### config.mk
export PLATFORM = sky130hd
export DESIGN_NAME = vpu_exec_ctrl
export DESIGN_NICKNAME = d
export VERILOG_FILES = /design/src/rtl/vpu_exec_ctrl.sv
export SDC_FILE = /design/constraint.sdc
export NUM_CORES = 2
export LEC_CHECK = 0
export ABC_AREA = 1
export ABC_CLOCK_PERIOD_IN_PS = 3400
export CAP_MARGIN = 20
export CORE_AREA = 2 2 617 619
export DETAILED_ROUTE_END_ITERATION = 8
export DIE_AREA = 0 0 619 621
export PLACE_DENSITY = 0.4
export REMOVE_ABC_BUFFERS = 1
export SLEW_MARGIN = 10
export SYNTH_ARGS = -nofsm -noshare
export SYNTH_HDL_FRONTEND = slang
export SYNTH_SLANG_ARGS = --single-unit
### constraint.sdc
create_clock -name clk -period 3.4 [get_ports clk]
set_clock_uncertainty 0.1 [all_clocks]
set_input_delay 0.68 -clock clk [delete_from_list [all_inputs] [get_ports clk]]
set_output_delay 0.68 -clock clk [all_outputs]
set_load 0.02 [all_outputs]
### src/rtl/vpu_exec_ctrl.sv
// VPU execution sequencer: fetches source operands from the register file,
// starts the exec unit, guards it with a watchdog and writes the result back.
module vpu_exec_ctrl #(
   parameter int DWIDTH  = 256,
   parameter int SRC_CNT = 3,
   parameter int ADDR_W  = 5,
   parameter int OP_W    = 8,
   parameter int TIMEOUT = 255
) (
   input  logic                           clk,
   input  logic                           rst_n,
   input  logic                           req_valid_i,
   output logic                           req_ready_o,
   input  logic [OP_W-1:0]                req_op_i,
   input  logic [$clog2(SRC_CNT+1)-1:0]   req_src_cnt_i,
   input  logic [SRC_CNT*ADDR_W-1:0]      req_src_addr_i,
   input  logic [ADDR_W-1:0]              req_dst_addr_i,
   output logic                           rf_rd_en_o,
   output logic [ADDR_W-1:0]              rf_rd_addr_o,
   input  logic                           rf_rd_valid_i,
   input  logic [DWIDTH-1:0]              rf_rd_data_i,
   output logic                           exec_start_o,
   output logic [OP_W-1:0]                exec_op_o,
   output logic [SRC_CNT*DWIDTH-1:0]      exec_operand_o,
   output logic [SRC_CNT-1:0]             exec_operand_valid_o,
   input  logic                           exec_done_i,
   input  logic [DWIDTH-1:0]              exec_dout_i,
   output logic                           wb_valid_o,
   input  logic                           wb_ready_i,
   output logic [ADDR_W-1:0]              wb_addr_o,
   output logic [DWIDTH-1:0]              wb_data_o,
   output logic                           busy_o,
   output logic                           timeout_err_o
);

   localparam int CW = $clog2(SRC_CNT+1);
   localparam int WW = $clog2(TIMEOUT+1);
   localparam logic [CW-1:0] CMAX = CW'(SRC_CNT);
   localparam logic [WW-1:0] WLIM = WW'(TIMEOUT-1);

   typedef enum logic [2:0] {
      S_IDLE,
      S_FETCH,
      S_FETCH_WAIT,
      S_ISSUE,
      S_WAIT,
      S_WB
   } state_e;

   state_e                      state_q;
   logic [CW-1:0]               cnt_q;
   logic [CW-1:0]               idx_q;
   logic [SRC_CNT*ADDR_W-1:0]   addr_q;
   logic [ADDR_W-1:0]           dst_q;
   logic [OP_W-1:0]             op_q;
   logic [SRC_CNT*DWIDTH-1:0]   opnd_q;
   logic [SRC_CNT-1:0]          opv_q;
   logic [WW-1:0]               wcnt_q;
   logic [DWIDTH-1:0]           wdat_q;
   logic                        rd_en_q;
   logic [ADDR_W-1:0]           rd_addr_q;
   logic                        start_q;
   logic                        wbv_q;
   logic                        tmo_q;
   logic [CW-1:0]               cnt_d;
   logic [CW-1:0]               idx_d;

   // Clamp the requested source count and precompute the next slot index
   always_comb begin
      cnt_d = req_src_cnt_i;
      if (int'(req_src_cnt_i) > SRC_CNT) cnt_d = CMAX;
      idx_d = idx_q + CW'(1);
   end

   // Sequencer FSM with registered handshake and strobe outputs
   always_ff @(posedge clk) begin
      if (!rst_n) begin
         state_q   <= S_IDLE;
         cnt_q     <= '0;
         idx_q     <= '0;
         addr_q    <= '0;
         dst_q     <= '0;
         op_q      <= '0;
         opnd_q    <= '0;
         opv_q     <= '0;
         wcnt_q    <= '0;
         wdat_q    <= '0;
         rd_en_q   <= 1'b0;
         rd_addr_q <= '0;
         start_q   <= 1'b0;
         wbv_q     <= 1'b0;
         tmo_q     <= 1'b0;
      end else begin
         rd_en_q <= 1'b0;
         start_q <= 1'b0;
         tmo_q   <= 1'b0;
         unique case (state_q)
            S_IDLE: begin
               if (req_valid_i) begin
                  op_q   <= req_op_i;
                  cnt_q  <= cnt_d;
                  addr_q <= req_src_addr_i;
                  dst_q  <= req_dst_addr_i;
                  opnd_q <= '0;
                  opv_q  <= '0;
                  idx_q  <= '0;
                  if (cnt_d != '0) begin
                     state_q   <= S_FETCH;
                     rd_en_q   <= 1'b1;
                     rd_addr_q <= req_src_addr_i[ADDR_W-1:0];
                  end else begin
                     state_q <= S_ISSUE;
                     start_q <= 1'b1;
                  end
               end
            end
            S_FETCH: state_q <= S_FETCH_WAIT;
            S_FETCH_WAIT: begin
               if (rf_rd_valid_i) begin
                  opnd_q[int'(idx_q)*DWIDTH +: DWIDTH] <= rf_rd_data_i;
                  opv_q[idx_q] <= 1'b1;
                  if (idx_d == cnt_q) begin
                     state_q <= S_ISSUE;
                     start_q <= 1'b1;
                  end else begin
                     idx_q     <= idx_d;
                     state_q   <= S_FETCH;
                     rd_en_q   <= 1'b1;
                     rd_addr_q <= addr_q[int'(idx_d)*ADDR_W +: ADDR_W];
                  end
               end
            end
            S_ISSUE: begin
               wcnt_q  <= '0;
               state_q <= S_WAIT;
            end
            S_WAIT: begin
               if (exec_done_i) begin
                  wdat_q  <= exec_dout_i;
                  wbv_q   <= 1'b1;
                  state_q <= S_WB;
               end else if (wcnt_q == WLIM) begin
                  tmo_q   <= 1'b1;
                  state_q <= S_IDLE;
               end else begin
                  wcnt_q <= wcnt_q + WW'(1);
               end
            end
            S_WB: begin
               if (wb_ready_i) begin
                  wbv_q   <= 1'b0;
                  state_q <= S_IDLE;
               end
            end
            default: state_q <= S_IDLE;
         endcase
      end
   end

   assign req_ready_o          = (state_q == S_IDLE);
   assign busy_o               = (state_q != S_IDLE);
   assign rf_rd_en_o           = rd_en_q;
   assign rf_rd_addr_o         = rd_addr_q;
   assign exec_start_o         = start_q;
   assign exec_op_o            = op_q;
   assign exec_operand_o       = opnd_q;
   assign exec_operand_valid_o = opv_q;
   assign wb_valid_o           = wbv_q;
   assign wb_addr_o            = dst_q;
   assign wb_data_o            = wdat_q;
   assign timeout_err_o        = tmo_q;

endmodule

# ---- Word-level counts from Yosys, hierarchy flattened
# Index checks and enable logic that the tools add are counted.
dict set report totals {
  reg_bits 1079
  input_bits 548
  output_inout_bits 1051
  word_cells 102
}
dict set report classes {
  addsub 3
  mul 1
  order_cmp 2
  eq_ne 16
  shifts 3
  mux 43
  n_bitwise 3
  reduce_logical 16
}
# operator n
set op_table {}
lappend op_table {{$mux 768} 2}
lappend op_table {{$pmux 768 s2} 1}
lappend op_table {{$bwmux 768} 1}
lappend op_table {{$shift 256x33->768 const A} 1}
lappend op_table {{$shiftx 256x33->768} 1}
lappend op_table {{$neg 10->33} 1}
lappend op_table {{$mux 3} 7}
lappend op_table {{$mux 5} 4}
lappend op_table {{$pmux 3 s6} 1}
lappend op_table {{$mux 8} 2}
lappend op_table {{$pmux 8 s2} 1}
lappend op_table {{$shiftx 15x6->5} 1}
lappend op_table {{$ne 2x2->1 const B} 7}
lappend op_table {{$mux 1} 12}
lappend op_table {{$mux 2} 5}
lappend op_table {{$pmux 5 s2} 1}
lappend op_table {{$reduce_and 3->1} 3}
lappend op_table {{$add 8x1->8 const B} 1}
lappend op_table {{$eq 8x8->1 const B} 1}
lappend op_table {{$reduce_and 4->1} 2}
lappend op_table {{$reduce_bool 2->1} 4}
lappend op_table {{$eq 3x2->1 const B} 2}
lappend op_table {{$eq 3x3->1 const B} 2}
lappend op_table {{$pmux 1 s2} 3}
lappend op_table {{19 further kinds} 21}

# ---- Depth between registers and ports, before layout
dict set report depth {
  depth_word 7
  depth_mapped 14
  depth_no_buf 12
}

# ---- Worst setup path before layout
# OpenSTA, ideal clock, no wires.
dict set report synth_path {
  path_type {reg2reg}
  startpoint {register idx_q[0]}
  endpoint {register opnd_q[481] (netlist: exec_operand_o[481])}
  setup_time_ns 0.065
  arrival_ns 2.338
  required_time_ns 3.235
  setup_slack_ns 0.898
  path_stages_with_launch 13
  n_path_buf 4
  period_less_slack_ns 2.502
  path_cell_list {dfxtp_1 buf_2 clkinv_1 ha_1 buf_2 inv_2 nor2_1 nand3_1 nor2_4 buf_2 clkbuf_1 a21oi_1 nor2_1}
}
dict set report synth_via {
  elab_chain_cells 5
  elab_cells_between_ends 6
  cone_classes {1 x add/sub; 2 x shift; 3 x mux}
}
# element line
set synth_rtl {}
lappend synth_rtl {{from (decl)} 52} ;# logic [CW-1:0] idx_q;
lappend synth_rtl {{from (signal assigned)} 126} ;# idx_q <= idx_d;
lappend synth_rtl {{$neg 10->33 *} 120} ;# opnd_q[int'(idx_q)*DWIDTH +: DWIDTH] <= rf_rd_data_i;
lappend synth_rtl {{$shiftx 256x33->768 / $shift 256x33->768 (equally long branches)} 120}
lappend synth_rtl {{$bwmux 768 *} 120}
lappend synth_rtl {{$mux 768 *} 119} ;# if (rf_rd_valid_i) begin
lappend synth_rtl {{$pmux 768 s2 *} 97} ;# unique case (state_q)
lappend synth_rtl {{to (signal, indexed assignment)} 120}
lappend synth_rtl {{to (decl)} 56} ;# logic [SRC_CNT*DWIDTH-1:0] opnd_q;
# Mark *: on every way between the ends. The rest lies on a longest branch, timed or not. The select of a mux whose other input is x is not followed.
# A chain may end at the register's enable or synchronous reset.

# ---- Final worst setup path
dict set report layout_path {
  startpoint {register state_q[1]}
  endpoint {output port req_ready_o}
}
dict set report layout_via {
  elab_chain_cells 1
}
# element line
set layout_rtl {}
lappend layout_rtl {{from (decl)} 50} ;# state_e state_q;
lappend layout_rtl {{from (signal assigned)} 78} ;# state_q <= S_IDLE;
lappend layout_rtl {{from (signal assigned)} 108} ;# state_q <= S_FETCH;
lappend layout_rtl {{from (signal assigned)} 112} ;# state_q <= S_ISSUE;
lappend layout_rtl {{$logic_not 3->1} 160} ;# assign req_ready_o = (state_q == S_IDLE);
lappend layout_rtl {{to (decl)} 13} ;# output logic req_ready_o,
# No other way between the ends.

==> impl_summary.txt <==
----------------------------------------------------
[Setup path]
  Worst R2R End ... exec_operand_o[5]
  CP Launch Type ... flip-flop
  Crit path arrival time ... 2.43 ns
  Cell with the biggest individual delay on the critical path ... clkdlybuf4s50_1
  Worst reg-to-reg path cell count ... 9
  Highest fanout seen on the critical path ... 7
  Family with the most delay on the worst path ... buffers and inverters
  Number of cells on the critical path ... 4
  Setup slack of the most critical reg-to-reg path ... 0.55 ns
  Critical path launch point ... state_q[1]
  Critical R2R Launch ... state_q[2]
  Buffering stage count on the worst path with inverters included ... 2
  Max incr delay on CP ... 0.70 ns
  Ordered cell list for the critical path ... nor2_4 -> nand2_1 -> inv_1 -> clkdlybuf4s50_1
  Req. time, crit path ... 2.62 ns
  Endpoint of the worst setup timing path ... req_ready_o
  WS Path Type ... flip-flop to output pin
  Capturing element type of the critical path ... output pin

[Yosys]
  Seq/Total Area, Yosys ... 0.527
  Per-instance average area after synthesis ... 7.37 um2
  Count of unique library cells instantiated by Yosys ... 26
  Post-Syn Instances ... 5,565
  Post-synthesis instance area ... 41,000 um2
  Count of synthesis-stage warnings from yosys ... 0
  EDFF count, synth ... 0
  Share of flip-flops with an asynchronous set or reset ... 0
  Count of state elements after synthesis ... 1,079
  Primary flip-flop cell chosen by synthesis mapping ... dfxtp_1

[Clock network]
  Root buf cell ... clkbuf_16
  Total CTS buffers ... 148
  Clock Pin Slew Worst Setup and Hold Paths ... 0.06 ns
  Number of H-tree levels ... 4
  Skew-Pair Late Insertion Delay ... 0.82 ns
  Number of sinks on the clock net ... 1,079
  Number of buffers inserted for hold repair after clock tree synthesis ... 0
  Max clock buf depth ... 4
  Clock tree from TritonCTS ... yes
  Number of post-CTS setup repair buffers ... 0

[Detailed routing]
  Routed WL per cell ... 24.8 um
  Number of search-and-repair iterations in the first detailed-routing pass ... 7
  Count of routing violations after the opening detailed-route iteration ... 3,027
  Number of vias in the routed layout ... 43,700
  Drt via density ... 3.58
  Overall routed net length ... 303,000 um
  DRC Markers ... 0
  Detail Route Antenna Nets ... 0

[Place]
  Detailed-placement wirelength estimate ... 238,000 um
  Routability congestion estimate ... 0.894
  Placed insts ... 11,900
  Total of buffers placed on input and output ports ... 1,598

[Global route]
  Via count of the first global-routing pass ... 41,900
  First-pass GRT wire length ... 399,000 um
  Largest net degree at the start of global routing ... 163
  Overall global routing resource usage ... 0.151
  Global-route congestion overflow total ... 0
  Antenna violations before repair ... 90

[Floorplanning]
  DIE AREA ... 384,000 um2
  Die Height ... 621 um
  Boundary pin count ... 1,599
  Placement row count ... 226
  Initial standard-cell utilization of the core ... 0.109
  Die outline width ... 619 um
  Floorplan core area ... 378,000 um2

[Power]
  Cell leakage power ... 24.3 nW
  Pwr/cell area ... 879 nW/um2
  Net switching fraction of the power ... 0.436
  Internal Pwr Total ... 0.0338 W
  Worst-case vdd ir drop ... 0.583 mV
  Clock power frac ... 0.264
  Combinational Power Share ... 0.463
  Reported net switching power ... 0.0261 W
  Relative contribution of sequential cells to total power ... 0.273

[Cells and area]
  Area taken by multi-input logic gates ... 16,200 um2
  Most common cell after layout, fill and taps aside ... clkdlybuf4s50_1
  Filler cells ... 42,800
  Top library cells by usage in the layout, fill and taps aside ... clkdlybuf4s50_1, nand2_1, dfxtp_1
  Util after Layout ... 0.180
  Net count reported at finish ... 7,599
  Non-filler instance count after layout ... 12,200
  Layout cells sized above 1 ... 0.0619
  Area overhead of the layout relative to synthesis ... 66.2%
  Sequential Area ... 21,600 um2

[Outcome]
  Outcome ... completed

[Timing]
  Transition at the pin with the smallest max-transition slack ... 1.08 ns
  Final-report hold violation count ... 0
  Number of failing setup endpoints in the final timing report ... 0
  Final cycle utilization of the critical path ... 0.945
  Setup repair after global routing missed its margin ... false
  Number of pins exceeding their max-slew limit in the final report ... 0
  Min Hold Slack ... 0.158 ns
  Minimum clock period after layout ... 3.21 ns
  Max Clock Freq ... 0.311 GHz
  Slew headroom ... 0.279

[Hold path]
  Worst Hold Launch ... rst_n
  Type of the tightest min-delay check ... input pin to flip-flop

[Run]
  Max-cap check violation count ... 0

----------------------------------------------------
==> repair_timing <==
item | in CTS | in global routing
hold endpoints to repair | 0 | 0
setup endpoints to repair | 1 | 0
gates resized for setup | 1 | 0
==> worst min-delay path by stage <==
stage	slack (ns)	cells past startpoint	end
floorplan	0.33	2	addr_q[0]
global placement	0.34	2	addr_q[6]
detailed placement	0.35	2	exec_operand_valid_o[2]
CTS	0.07	3	exec_operand_o[77]
global route	0.12	3	exec_operand_o[77]
finish	0.16	3	exec_operand_o[249]
==> cells by family after synthesis <==
kind of cell | Yosys count | share of synthesized area
compound gates | 1310 | 0.160
flops | 1079 | 0.527
simple gates | 2394 | 0.231
fa+ha+maj | 8 | 0.00244
buf+inv | 774 | 0.0793
==> sequential cells by signal (all words and copies together) (netlist names), 2 cells and up <==
name	flops
idx_q	2
addr_q	15
exec_op_o	8
wb_data_o	256
rf_rd_addr_o	5
state_q	3
exec_operand_valid_o	3
wb_addr_o	5
exec_operand_o	768
cnt_q	2
wcnt_q	8
==> power groups by stage <==
stage	Combinational [W]	Clock [W]	Sequential [W]
global route	0.0304	0.0168	0.0166
floorplan	0.00935	0	0.0195
finish	0.0278	0.0158	0.0163
CTS	0.0283	0.0164	0.0163
global placement	0.0282	0	0.0166
detailed placement	0.0281	0	0.0165
==> layer usage <==
metal,vias up,part of all wire,global-route usage
met1,20900,0.38,0.165
li1,20900,-,-
met2,1487,0.50,0.266
met4,12,0.062,0.0840
met5,-,0.00024,0
met3,439,0.064,0.0354
==> metrics by stage <==
stage / cell area (um2) / setup slack [ns] / TNS, ns / power, W
after floorplan: 39000 / -6.06 / -4947.12 / 0.0288
after global placement: 63300 / 0.442 / 0 / 0.0448
after detailed placement: 63300 / 0.457 / 0 / 0.0446
after CTS: 68000 / 0.0616 / 0 / 0.0610
after global routing: 68100 / 0.0219 / 0 / 0.0638
final: 68100 / 0.187 / 0 / 0.0599
==> synth_stat cells, types with 17 or more instances <==
cell type     n  area (um2)
buf_4        17         128
o21ai_1      47         235
buf_1        40         150
o21ai_0     212        1060
nand4_1      37         231
buf_2       219        1100
nand2_1    1463        5490
dfxtp_1    1079       21600
a21oi_1    1049        5250
nand3_1     260        1300
nor2_1      613        2300
clkbuf_1    171         642
inv_1       317        1190
==> worst reg2reg max path, stage by stage, from the launching register on <==
cell and delay, ns:
dfxtp_1 0.37, nor2_2 0.26, nand2_2 0.27, inv_2 0.31
nand2_2 0.17, nor2_4 0.30, buf_12 0.30, buf_12 0.31
a21oi_1 0.26, nor2_1 0.11
==> final cells by class <==
| type | count | share of cell area |
|---|---|---|
| antenna | 42 | 0.00154 |
| clock buffer | 221 | 0.0631 |
| clock inverter | 38 | 0.00674 |
| inverter | 326 | 0.0183 |
| multi-input combinational | 3712 | 0.238 |
| sequential | 1079 | 0.317 |
| tap | 5016 | 0.0921 |
| timing repair buffer | 1776 | 0.263 |
Note: power is estimated with default switching activity, not from simulation.
